<file path="config.mk">
export PLATFORM = sky130hd
export DESIGN_NAME = spi_rom_responder
export DESIGN_NICKNAME = d
export VERILOG_FILES = /design/src/rtl/spi_rom_responder.sv
export SDC_FILE = /design/constraint.sdc
export NUM_CORES = 1
export LEC_CHECK = 0
export ABC_AREA = 1
export CAP_MARGIN = 40
export CORE_MARGIN = 1.5
export CORE_UTILIZATION = 40
export CTS_BUF_LIST = sky130_fd_sc_hd__clkbuf_4
export DETAILED_ROUTE_END_ITERATION = 10
export PLACE_DENSITY = 0.73
export SLEW_MARGIN = 20
export SYNTH_ARGS = -nofsm -noshare
export SYNTH_HDL_FRONTEND = slang
export SYNTH_SLANG_ARGS = --single-unit
</file>
<file path="constraint.sdc">
create_clock -name clk -period 1.4 [get_ports clk]
set_input_delay 0.21 -clock clk [delete_from_list [all_inputs] [get_ports clk]]
set_output_delay 0.21 -clock clk [all_outputs]
set_load 0.05 [all_outputs]
</file>
<file path="src/rtl/spi_rom_responder.sv">
//==============================================================================
// Module      : spi_rom_responder
// Description : SPI mode-0 read-only memory responder (0x03 read, optional
//               0x6B quad read when SPI_ROM_RESPONDER_QUAD_EN is defined).
// Revision    : 1.0 - initial release
//==============================================================================
`timescale 1ns/1ps
`default_nettype none

module spi_rom_responder #(
    parameter int MEM_AW = 12
) (
    input  logic              clk,
    input  logic              reset,
    input  logic              spi_cs_n,
    input  logic              spi_sclk,
    input  logic              spi_mosi,
    output logic [3:0]        spi_io_out,
    output logic [3:0]        spi_io_oe,
    output logic [MEM_AW-1:0] mem_addr,
    output logic              mem_rd,
    input  logic [7:0]        mem_data
);

    typedef enum logic [2:0] {
        S_IDLE   = 3'd0,
        S_CMD    = 3'd1,
        S_ADDR   = 3'd2,
        S_DUMMY  = 3'd3,
        S_DATA   = 3'd4,
        S_IGNORE = 3'd5
    } state_t;

    localparam logic [7:0] CMD_READ = 8'h03;
`ifdef SPI_ROM_RESPONDER_QUAD_EN
    localparam logic [7:0] CMD_QUAD_READ = 8'h6B;
`endif

    logic [1:0]        cs_sync_q;
    logic [1:0]        sclk_sync_q;
    logic [1:0]        mosi_sync_q;
    logic              sclk_prev_q;
    state_t            state_q, state_d;
    logic [4:0]        cnt_q, cnt_d;
    logic [6:0]        cmd_sr_q, cmd_sr_d;
    logic [MEM_AW-2:0] addr_sr_q, addr_sr_d;
    logic [MEM_AW-1:0] mem_addr_q, mem_addr_d;
    logic              mem_rd_q, mem_rd_d;
    logic              rd_dly_q;
    logic [7:0]        buf_q;
    logic [7:0]        sr_out_q, sr_out_d;
    logic              load_pend_q, load_pend_d;
    logic              quad_q, quad_d;
    logic              armed_q, armed_d;

    logic              cs_s;
    logic              mosi_s;
    logic              rise;
    logic              fall;
    logic [7:0]        cmd_full;
    logic [MEM_AW-1:0] addr_full;
    logic [7:0]        next_byte;

    assign cs_s      = cs_sync_q[1];
    assign mosi_s    = mosi_sync_q[1];
    assign rise      = sclk_sync_q[1] & ~sclk_prev_q;
    assign fall      = ~sclk_sync_q[1] & sclk_prev_q;
    assign cmd_full  = {cmd_sr_q, mosi_s};
    assign addr_full = {addr_sr_q, mosi_s};
    // Memory data is only valid the cycle after mem_rd, so a fall landing on
    // that cycle takes it directly; later falls use the captured copy.
    assign next_byte = rd_dly_q ? mem_data : buf_q;

    assign mem_addr  = mem_addr_q;
    assign mem_rd    = mem_rd_q;

    always_ff @(posedge clk) begin
        if (reset) begin
            // cs_n resets to "asserted" so a transfer already underway is ignored
            cs_sync_q   <= 2'b00;
            sclk_sync_q <= 2'b00;
            mosi_sync_q <= 2'b00;
            sclk_prev_q <= 1'b0;
            state_q     <= S_IDLE;
            cnt_q       <= 5'd0;
            cmd_sr_q    <= 7'd0;
            addr_sr_q   <= '0;
            mem_addr_q  <= '0;
            mem_rd_q    <= 1'b0;
            rd_dly_q    <= 1'b0;
            buf_q       <= 8'd0;
            sr_out_q    <= 8'd0;
            load_pend_q <= 1'b0;
            quad_q      <= 1'b0;
            armed_q     <= 1'b0;
        end else begin
            cs_sync_q   <= {cs_sync_q[0], spi_cs_n};
            sclk_sync_q <= {sclk_sync_q[0], spi_sclk};
            mosi_sync_q <= {mosi_sync_q[0], spi_mosi};
            sclk_prev_q <= sclk_sync_q[1];
            state_q     <= state_d;
            cnt_q       <= cnt_d;
            cmd_sr_q    <= cmd_sr_d;
            addr_sr_q   <= addr_sr_d;
            mem_addr_q  <= mem_addr_d;
            mem_rd_q    <= mem_rd_d;
            rd_dly_q    <= mem_rd_q;
            if (rd_dly_q) begin
                buf_q <= mem_data;
            end
            sr_out_q    <= sr_out_d;
            load_pend_q <= load_pend_d;
            quad_q      <= quad_d;
            armed_q     <= armed_d;
        end
    end

    always_comb begin
        state_d     = state_q;
        cnt_d       = cnt_q;
        cmd_sr_d    = cmd_sr_q;
        addr_sr_d   = addr_sr_q;
        mem_addr_d  = mem_addr_q;
        mem_rd_d    = 1'b0;
        sr_out_d    = sr_out_q;
        load_pend_d = load_pend_q;
        quad_d      = quad_q;
        armed_d     = armed_q | cs_s;

        if (cs_s) begin
            state_d     = S_IDLE;
            cnt_d       = 5'd0;
            load_pend_d = 1'b0;
            quad_d      = 1'b0;
        end else begin
            case (state_q)
                S_IDLE: begin
                    cnt_d   = 5'd0;
                    state_d = armed_q ? S_CMD : S_IGNORE;
                end
                S_CMD: begin
                    if (rise) begin
                        cmd_sr_d = cmd_full[6:0];
                        cnt_d    = cnt_q + 5'd1;
                        if (cnt_q == 5'd7) begin
                            cnt_d = 5'd0;
                            if (cmd_full == CMD_READ) begin
                                state_d = S_ADDR;
                            end
`ifdef SPI_ROM_RESPONDER_QUAD_EN
                            else if (cmd_full == CMD_QUAD_READ) begin
                                state_d = S_ADDR;
                                quad_d  = 1'b1;
                            end
`endif
                            else begin
                                state_d = S_IGNORE;
                            end
                        end
                    end
                end
                S_ADDR, S_DUMMY: begin
                    if (rise && !load_pend_q) begin
                        cnt_d = cnt_q + 5'd1;
                        if (state_q == S_ADDR) begin
                            addr_sr_d = addr_full[MEM_AW-2:0];
                            if (cnt_q == 5'd23) begin
                                cnt_d      = 5'd0;
                                mem_addr_d = addr_full;
                                mem_rd_d   = 1'b1;
                                if (quad_q) begin
                                    state_d = S_DUMMY;
                                end else begin
                                    load_pend_d = 1'b1;
                                end
                            end
                        end else if (cnt_q == 5'd7) begin
                            cnt_d       = 5'd0;
                            load_pend_d = 1'b1;
                        end
                    end else if (fall && load_pend_q) begin
                        sr_out_d    = next_byte;
                        load_pend_d = 1'b0;
                        state_d     = S_DATA;
                    end
                end
                S_DATA: begin
                    if (rise) begin
                        cnt_d = cnt_q + 5'd1;
                        // Prefetch on the rise of the last bit so the next
                        // byte is ready for the very next fall.
                        if (cnt_q == (quad_q ? 5'd1 : 5'd7)) begin
                            cnt_d       = 5'd0;
                            mem_addr_d  = mem_addr_q + 1'b1;
                            mem_rd_d    = 1'b1;
                            load_pend_d = 1'b1;
                        end
                    end else if (fall) begin
                        if (load_pend_q) begin
                            sr_out_d    = next_byte;
                            load_pend_d = 1'b0;
                        end else begin
                            sr_out_d = quad_q ? {sr_out_q[3:0], 4'b0000}
                                              : {sr_out_q[6:0], 1'b0};
                        end
                    end
                end
                S_IGNORE: begin
                    cnt_d = 5'd0;
                end
                default: begin
                    state_d = S_IDLE;
                end
            endcase
        end
    end

    always_comb begin
        spi_io_out = 4'b0000;
        spi_io_oe  = 4'b0000;
        if (state_q == S_DATA) begin
`ifdef SPI_ROM_RESPONDER_QUAD_EN
            if (quad_q) begin
                spi_io_out = sr_out_q[7:4];
                spi_io_oe  = 4'b1111;
            end else
`endif
            begin
                spi_io_out = {2'b00, sr_out_q[7], 1'b0};
                spi_io_oe  = 4'b0010;
            end
        end
    end

endmodule

`default_nettype wire

</file>
==> results.ini, run 1 <==
[routing]
wl_um=8590
drtIter0Drc=186
post_drt_wl_per_cell_um=12.7
routed_via_density=5.01
drt_pass1_iterations=5
drc=0
vias=3379
ant_nets=0

[logic_synthesis]
seq_area_frac_synth_pct=40.7
synthFlopType=dfxtp_1
synth_edf_count=0
netlist_area_um2=3200
syn_inst=481
avgSynthCellArea_um2=6.65
async_flop_share_pct=0
synth-seq-cells=65
ys.warnings.count=0
ys_types=31

[layout]
design_area_um2=4720
multiInputGateArea_um2=1970
regArea_um2=1330
layout-drive-gt1-share_pct=32.0
final_util_pct=61.1
nFillCells=648
nNetsFinal=584
synthToLayoutAreaGrowth_pct=47.6
n_antenna_cell=0

[status]
status=complete, but fails checks
violations=setup timing

[clock_network]
clockBufferDepth=2
numCtsBuffers=9
path_clk_slew_ns=0.11
insertion_delay_ns=0.43
cts-root-buf=clkbuf_4
clock_sinks=65
htree_levels=3
cts_tree=built

[power_and_ir_drop]
power.density_nw_per_um2=1580
power.leakage_uw=0.00197
ir_drop_v=0.000739

[floorplan]
core_um2=7730
die_area_um2=8550
fp.dieW_um=92.5
row_count=32
io_pins=34
start_util_pct=41.4
die_h_um=92.5

[worst_setup_path]
cp_num_buf_inv=3
worst_setup_path_end_kind=output port
reg2reg_depth=10
crit_path_max_incr_delay_ns=0.38
start_kind=register
r2r-start=state_q[0]$_SDFFE_PP0P_
path_delay_family=buffers and inverters
r2r_slack_ns=-0.21
cp.arrival_ns=1.46
r2r_end=sr_out_q[3]$_SDFFE_PP0P_
path_cells=nor2_4 > nand2_2 > buf_6 > buf_6 > nor2_4 > buf_12
critPathRequiredTime_ns=1.19
crit_slowest_cell=dfxtp_4
path_max_fanout=4
critPathKind=reg2out

[run]
cap_viol_max_count=0

[placed_design]
gp_congestion=0.836
io_buffers=27
dp_slack_ns=-0.174
place_area_um2=4090
dpl.hpwl_um=5500

[min_path]
min_delay_path_depth=3
hp-start=spi_cs_n
min_path_type=in2reg
hold_end=cs_sync_q[0]$_SDFF_PP0_

[grt]
first_global_vias=3046
gr-total-overflow=0
met3_usage_pct=2.71
busiest_layer=met2
grt_antenna_before_repair=0
grt_util_met2_pct=36.7
use_met1_pct=23.3
grt_max_degree=35
grt_pass1_wl_um=13700
track_usage_pct=20.2

[sta]
hold_violations=0
period_share_pct=120
drv_slew=0
finalCriticalPeriod_ns=1.67
rsz0062_at_grt=yes
fin_worst_skew_ns=0.0211
setup_viol=43
fmax_mhz=597
fin_ws_ns=-0.275

==> cells in the final DEF (no fill, tap or decap), drive strengths merged, types with 2 or more instances in the layout <==
cell / count
a21oi: 16
a31oi: 2
buf: 77
clkbuf: 9
clkdlybuf4s50: 12
clkinv: 4
conb: 6
dfxtp: 65
ha: 4
inv: 47
mux2i: 6
nand2: 106
nand3: 27
nand4: 4
nor2: 120
nor3: 6
o21ai: 56
==> kinds of logic (layout without fill, tap and decap cells) <==
kind of cell             after synthesis  after routing  synth area share, %
other                                  1              6                0.117
AO/OA/AOI/OAI                         75             75                 12.0
multiplexers                           6              6                 1.88
buffers and inverters                 65            150                 8.99
XOR/XNOR                               1              1                0.274
adder cells (fa/ha/maj)                4              4                 1.56
flip-flops                            65             65                 40.7
AND/OR/NAND/NOR                      264            265                 34.5
==> registers in the layout, indices dropped and copies added, names as in the netlist <==
name	count
load_pend_q	1
cnt_q	5
mem_addr	12
state_q	3
sr_out_q	8
armed_q	1
mosi_sync_q	2
cmd_sr_q	7
rd_dly_q	1
mem_rd	1
buf_q	8
cs_sync_q	2
addr_sr_q	11
sclk_prev_q	1
sclk_sync_q	2
==> report_power, final <==
part	internal [uW]	total, uW	switching (uW)
combinational	1680	3700	2030
clock	545	1280	739
sequential	2150	2450	302
==> worst min-delay path: stages <==
cell and delay (ns):
clkdlybuf4s50_1 0.39, inv_1 0.05, nor2_1 0.03
==> final cells by class <==
type | instances | share of cell area [%]
clock buffers | 9 | 1.43
clock inverters | 7 | 1.46
inverters | 45 | 3.89
multi-input cells | 357 | 41.8
flip-flops and latches | 65 | 28.2
well taps | 102 | 2.70
repair buffers | 89 | 20.5
==> layer usage <==
| metal | part of all wire (%) | wire [um] |
|---|---|---|
| met1 | 42 | 3600 |
| met2 | 51 | 4360 |
| met3 | 4.8 | 408 |
| met4 | 2.6 | 219 |
| met5 | 0 | 0 |
==> how the worst max path moves through the flow <==
stage,startpoint,end,slack (ns),cells after the start
final,state_q[1]$_SDFFE_PP0P_,spi_io_out[1],-0.27,6
after global routing,state_q[0]$_SDFFE_PP0P_,spi_io_out[1],-0.34,6
after CTS,state_q[0]$_SDFFE_PP0P_,spi_io_out[1],-0.28,6
after detailed placement,sclk_prev_q$_SDFF_PP0_,sr_out_q[0]$_SDFFE_PP0P_,-0.17,9
after global placement,sclk_prev_q$_SDFF_PP0_,sr_out_q[0]$_SDFFE_PP0P_,-0.1,9
after floorplan,sclk_prev_q$_SDFF_PP0_,cmd_sr_q[1]$_SDFFE_PP0P_,-0.01,7
==> synth_stat cells, types with 5 or more instances <==
library cell | instances | area, um^2
nor2_1 | 115 | 432
nand2_1 | 98 | 368
dfxtp_1 | 65 | 1300
o21ai_0 | 54 | 270
inv_1 | 43 | 161
nand3_1 | 26 | 130
a21oi_1 | 16 | 80.1
nand2_2 | 7 | 43.8
buf_4 | 6 | 45.0
clkbuf_1 | 6 | 22.5
mux2i_1 | 6 | 60.1
buf_2 | 5 | 25.0
==> per-stage QoR <==
step	instances	power [uW]	hold WS, ns	TNS (ns)
final	674	7440	0.289	-5.08
after global routing	674	7860	0.289	-8.34
after CTS	671	7320	0.274	-2.74
after detailed placement	639	5420	0.395	-3.81
after global placement	639	5340	0.391	-1.57
after floorplan	486	4260	0.289	-0.0113
==> what timing repair did <==
| action | 4_1_cts | 5_1_grt |
|---|---|---|
| endpoints found under the setup margin | 48 | 50 |
| endpoints found under the hold margin | 0 | 0 |
| gates cloned | 2 | 0 |
| gates resized for setup | 87 | 41 |
| buffers inserted | 14 | 4 |
| pin swaps | 17 | 22 |
| hold buffers | 0 | 0 |
(Power assumes the default switching activity.)
==> run 2: changes to the inputs <==
--- a/config.mk
+++ b/config.mk
@@ -7,10 +7,11 @@
 export LEC_CHECK = 0
 export ABC_AREA = 1
 export CAP_MARGIN = 40
-export CORE_MARGIN = 1.5
+export CORE_MARGIN = 2
 export CORE_UTILIZATION = 40
 export CTS_BUF_LIST = sky130_fd_sc_hd__clkbuf_4
 export DETAILED_ROUTE_END_ITERATION = 10
+export GPL_ROUTABILITY_DRIVEN = 0
 export PLACE_DENSITY = 0.73
 export SLEW_MARGIN = 20
 export SYNTH_ARGS = -nofsm -noshare
==> run 2 against run 1 <==
The flow still finishes with violations (setup timing); non-clock buffer count is 8 higher; flip-flop and latch count stayed put; sequential share of layout area is 2.1 points lower; clock skew is 0.0044 ns lower; die area is 2.2% higher; critical path type is now reg2reg; largest cell class unchanged; largest power group unchanged.
==> results.ini, run 2 (same netlist as run 1, synthesis figures left out) <==
[status]
status=complete, but fails checks
violations=setup timing

[worst_setup_path]
r2r_slack_ns=-0.21  ; about the same
cp.depth=12  ; +6
critPathKind=reg2reg
critPathMostFrequentCell=nand2_1
start_kind=register
critPathRequiredTime_ns=1.73  ; +0.54 ns
r2r_end=load_pend_q$_SDFFE_PP0P_
crit_path_max_incr_delay_ns=0.37  ; about the same
path_cells=ha_4 > nand2_2 > inv_4 > nand3_2 > nand2_4 > buf_4 > nand2_1 > nand2_1 > nand3b_1 > nand2_1 > nand2_1 > nor2_1
cp_num_buf_inv=2  ; -1
r2r-start=cnt_q[1]$_SDFFE_PP0P_
worst_setup_path_end_kind=register
startpoint=cnt_q[1]$_SDFFE_PP0P_
path_max_fanout=4  ; unchanged
reg2reg_depth=12  ; +2
crit_slowest_cell=dfxtp_2
path_delay_family=simple AND/OR/NAND/NOR gates
cp-endpoint=load_pend_q$_SDFFE_PP0P_
cp.arrival_ns=1.94  ; +0.48 ns

[clock_network]
numCtsBuffers=9  ; unchanged
cts-root-buf=clkbuf_4
clock_sinks=65  ; unchanged
htree_levels=3  ; unchanged
path_clk_slew_ns=0.12  ; about the same
insertion_delay_ns=0.41  ; -0.02 ns
clockBufferDepth=2  ; unchanged
cts_tree=built

[routing]
drt_pass1_iterations=4  ; -1
wl_met2_um=5160  ; +18%
topRoutingLayerUsed=met4
routed_via_density=5.18  ; +3.3%
wl_um=9760  ; +14%
ant_nets=0  ; unchanged
drtIter0Drc=229  ; +23%
drc=0  ; unchanged
post_drt_wl_per_cell_um=14.3  ; +12%
vias=3528  ; +4.4%
wl_met1_um=3870  ; +7.4%
dr_wl_met3_um=468  ; +15%

[grt]
track_usage_pct=21.6  ; +1.4 points
first_global_vias=3385  ; +11%
grt_pass1_wl_um=15000  ; +9.3%
grt_max_degree=35  ; unchanged
gr-total-overflow=0  ; unchanged
grt_antenna_before_repair=0  ; unchanged

[sta]
rsz0062_at_grt=yes
hold_violations=0  ; unchanged
setup_viol=43  ; unchanged
period_share_pct=115  ; -4.8 points
drv_slew=0  ; unchanged
finalCriticalPeriod_ns=1.61  ; -0.0675 ns
fmax_mhz=622  ; +4.2%
hold_ws_ns=0.317  ; +0.0272 ns
setup_tns_ns=-4.43  ; +0.649 ns
fin_worst_skew_ns=0.0167  ; -0.00436 ns
fin_ws_ns=-0.207  ; +0.0675 ns

[layout]
final_util_pct=66.1  ; +5.0 points
mostFrequentLayoutCells=nor2_1 (92), nand2_1 (77), dfxtp_1 (49), buf_4 (46), inv_1 (33)
layout-drive-gt1-share_pct=39.7  ; +7.7 points
synthToLayoutAreaGrowth_pct=59.7
n_antenna_cell=0  ; unchanged
mostFrequentLayoutCell=nor2_1
nNetsFinal=592  ; +1.4%
fin_cells=681  ; +1.0%
largest_reg_flops=12  ; unchanged

[power_and_ir_drop]
power.leakage_uw=0.00210  ; +6.9%
power.density_nw_per_um2=1630  ; +3.2%
ir_drop_v=0.000756  ; +2.3%

[floorplan]
die_area_um2=8730  ; +2.2%
die_h_um=93.5  ; +1.1%
fp.dieW_um=93.5  ; +1.1%
row_count=32  ; unchanged
start_util_pct=41.4  ; unchanged
core_um2=7730  ; unchanged
io_pins=34  ; unchanged

[placed_design]
io_buffers=27  ; unchanged
place_inst=642  ; +0.47%
dpl.hpwl_um=5660  ; +2.9%

[run]
cap_viol_max_count=0  ; unchanged

[min_path]
min_path_type=in2reg

-- run 2: layout make-up --
class                   count  area [um^2]
inverters                  45          181
well taps                 102          128
clock inverters             4         68.8
clock buffers              11         82.6
flip-flops and latches     65         1330
multi-input cells         357         2220
repair buffers             97         1100
fillers                   595         2620
-- run 2: per-layer routing --
layer	global-route usage, %	up-vias
li1	-	1720
met1	24.3	1646
met2	39.3	133
met3	5.40	29
met4	7.48	0
met5	0	-
-- run 2: worst register-to-register path: cells and delay by family, from the launching register on --
kind | cells | cell delay, ns
adders and majority gates | 1 | 0.14
buffers and inverters | 2 | 0.20
DFF | 1 | 0.37
and+or+nand+nor | 9 | 0.83
-- run 2: repair_timing --
action                     CTS  global route
setup endpoints to repair   48            50
resized for setup          101            97
setup buffers               17             3
pin swaps                   26            53
gates cloned                 2             2
hold buffers                 0             0
-- run 2: power by group --
part           internal (uW)  switching [uW]  total [uW]
clock network            748             672        1420
registers               2150             343        2500
logic                   2000            2400        4390
total                   4900            3410        8310
-- run 2: stage by stage --
step	setup WS [ns]	power [uW]	cell area (um^2)
6_report	-0.207	8310	5110
5_1_grt	-0.288	8750	5110
4_1_cts	-0.185	7550	4710
3_5_place_dp	-0.193	5420	4130
3_3_place_gp	-0.119	5340	4130
2_1_floorplan	-0.0111	4260	3300
-- run 2: how the worst min path moves through the flow --
stage                                    startpoint                   endpoint  cells after the start  slack [ns]
final                                      spi_cs_n    cs_sync_q[0]$_SDFF_PP0_                      3        0.32
after global routing                       spi_cs_n    cs_sync_q[0]$_SDFF_PP0_                      3        0.32
after CTS                                  spi_cs_n    cs_sync_q[0]$_SDFF_PP0_                      3        0.29
after detailed placement    cs_sync_q[0]$_SDFF_PP0_    cs_sync_q[1]$_SDFF_PP0_                      2        0.39
after global placement    sclk_sync_q[0]$_SDFF_PP0_  sclk_sync_q[1]$_SDFF_PP0_                      2        0.39
after floorplan                               reset        buf_q[0]$_SDFF_PP0_                      1        0.29
==> run 3: changes to the inputs <==
--- a/config.mk
+++ b/config.mk
@@ -7,12 +7,12 @@
 export LEC_CHECK = 0
 export ABC_AREA = 1
 export CAP_MARGIN = 40
-export CORE_MARGIN = 2
+export CORE_MARGIN = 8
 export CORE_UTILIZATION = 40
 export CTS_BUF_LIST = sky130_fd_sc_hd__clkbuf_4
 export DETAILED_ROUTE_END_ITERATION = 10
 export GPL_ROUTABILITY_DRIVEN = 0
-export PLACE_DENSITY = 0.73
+export PLACE_DENSITY = 0.71
 export SLEW_MARGIN = 20
 export SYNTH_ARGS = -nofsm -noshare
 export SYNTH_HDL_FRONTEND = slang
==> constraint.sdc (replaced) <==
create_clock -name clk -period 1.7 [get_ports clk]
set_input_delay 0.255 -clock clk [delete_from_list [all_inputs] [get_ports clk]]
set_output_delay 0.255 -clock clk [all_outputs]
set_load 0.05 [all_outputs]
==> run 3 against run 2 <==
Largest power group unchanged; routed wire length shrank 23%; cell area shrank 21%; die area is 27% higher; highest routed layer unchanged; register-to-register slack better by 0.28 ns; core utilization down 14 points; clock skew down 0.0077 ns; sequential share of layout area increased by 6.4 points; combinational power down 47%; critical path type is now reg2out; the run now ends clean.
==> results.ini, run 3 (same netlist as run 1, synthesis figures left out) <==
[sta]
fin_worst_skew_ns=0.00904  ; -0.00770 ns
rsz0062_at_grt=yes
drv_slew=0  ; unchanged
setup_viol=0  ; -100%
period_share_pct=98.3
fin_ws_ns=0.0284  ; +0.236 ns
hold_violations=0  ; unchanged
finalCriticalPeriod_ns=1.67
fmax_mhz=598

[grt]
track_usage_pct=13.3  ; -8.2 points
gr-total-overflow=0  ; unchanged
first_global_vias=2877  ; -15%
grt_antenna_before_repair=0  ; unchanged
grt_pass1_wl_um=12500  ; -17%
grt_max_degree=35  ; unchanged

[min_path]
min_path_type=in2reg

[layout]
multiInputGateArea_um2=1720  ; -23%
regArea_um2=1320  ; -1.4%
layout-drive-gt1-share_pct=18.4  ; -21 points
synthToLayoutAreaGrowth_pct=26.3
design_area_um2=4040  ; -21%
mostFrequentLayoutCell=nor2_1
fin_cells=636  ; -6.6%
final_util_pct=52.3  ; -14 points
n_antenna_cell=0  ; unchanged
nFillCells=756  ; +27%
mostFrequentLayoutCells=nor2_1 (110), nand2_1 (93), dfxtp_1 (58), o21ai_0 (52), inv_1 (40)
largest_reg_flops=12  ; unchanged
nNetsFinal=546  ; -7.8%

[power_and_ir_drop]
pwr-share-clk_pct=25.6  ; +8.5 points
power.internal_uw=3530  ; -28%
ir_drop_v=0.000604  ; -20%
power.density_nw_per_um2=1420  ; -13%
power.leakage_uw=0.00172  ; -18%
seqPwrFrac_pct=34.0  ; +4.0 points
p_switching_uw=2220  ; -35%
combPwrFrac_pct=40.4  ; -13 points
p_sw_share_pct=38.6  ; -2.5 points
p_total_uw=5740  ; -31%

[routing]
vias=3108  ; -12%
wl_um=7490  ; -23%
ant_nets=0  ; unchanged
post_drt_wl_per_cell_um=11.8  ; -18%
routed_via_density=4.89  ; -5.7%
drtIter0Drc=152  ; -34%
drt_pass1_iterations=4  ; unchanged
drc=0  ; unchanged

[clock_network]
insertion_delay_ns=0.41  ; about the same
ctsHoldBuffers=0  ; unchanged
clockBufferDepth=2  ; unchanged
clock_sinks=65  ; unchanged
cts-root-buf=clkbuf_4
cts_tree=built
htree_levels=3  ; unchanged
path_clk_slew_ns=0.11  ; about the same
numCtsBuffers=9  ; unchanged

[floorplan]
row_count=32  ; unchanged
fp.dieW_um=105  ; +13%
start_util_pct=41.4  ; unchanged
io_pins=34  ; unchanged
die_area_um2=11100  ; +27%
die_h_um=105  ; +13%
core_um2=7730  ; unchanged

[status]
status=completed

[placed_design]
place_inst=608  ; -5.3%
dpl.hpwl_um=5280  ; -6.7%
place_area_um2=3610  ; -12%
dp_slack_ns=-0.0127  ; +0.181 ns
io_buffers=27  ; unchanged

[worst_setup_path]
worst_setup_path_end_kind=output port
start_kind=register
critPathMostFrequentCell=nor2_4
critPathRequiredTime_ns=1.44  ; -0.29 ns
path_max_fanout=6  ; +2
cp.arrival_ns=1.42  ; -0.52 ns
critPathKind=reg2out
crit_path_max_incr_delay_ns=0.39  ; +0.02 ns
crit_slowest_cell=dfxtp_4
path_cells=nor2_4 > nand2_4 > buf_6 > nor2_4 > buf_12

[run]
cap_viol_max_count=0  ; unchanged

-- run 3: worst max-delay path, delay by kind of cell (launching register included) --
kind / cells / cell delay, ns
DFF: 1 / 0.39
buffers and inverters: 2 / 0.28
and+or+nand+nor: 3 / 0.33
-- run 3: final timing paths --
| kind | from | endpoint | slack (ns) | cells past startpoint |
|---|---|---|---|---|
| max | state_q[1]$_SDFFE_PP0P_ | spi_io_out[1] | 0.03 | 5 |
| min reg2reg | sclk_sync_q[0]$_SDFF_PP0_ | sclk_sync_q[1]$_SDFF_PP0_ | 0.41 | 2 |
| min | spi_sclk | sclk_sync_q[0]$_SDFF_PP0_ | 0.35 | 3 |
| max reg2reg | state_q[0]$_SDFFE_PP0P_ | sr_out_q[5]$_SDFFE_PP0P_ | 0.07 | 8 |
-- run 3: routing by layer --
metal / track usage, % / share of wire (%) / up-vias
met5: 0 / 0 / -
met4: 4.08 / 1.7 / 0
met3: 4.81 / 6.0 / 12
met2: 22.6 / 48 / 75
met1: 15.4 / 44 / 1401
li1: - / - / 1620
-- run 3: cell type report --
| cell class | count | area share [%] |
|---|---|---|
| clock buffers | 9 | 1.67 |
| multi-input cells | 357 | 42.5 |
| repair buffers | 51 | 12.5 |
| inverters | 45 | 4.18 |
| clock inverters | 7 | 3.53 |
| flip-flops and latches | 65 | 32.5 |
| well taps | 102 | 3.16 |
-- run 3: per-stage QoR --
stage	hold slack [ns]	setup TNS, ns
final	0.349	0
after global placement	0.392	0
after CTS	0.332	0
after floorplan	0.334	0
after global routing	0.341	-0.302
after detailed placement	0.394	-0.0127
-- run 3: timing repair --
action                                  in CTS  in global routing
pin swaps                                    2                  4
cloned                                       0                  1
setup buffers                                3                  8
resized for setup                           12                 25
endpoints found under the setup margin       4                 29
-- run 3: power by group through the flow --
stage	clock network [uW]	registers, uW	logic, uW
floorplan	0	2170	1250
global placement	0	1960	1940
detailed placement	0	1970	1960
CTS	1500	1940	2130
global route	1570	1990	2560
finish	1470	1950	2320
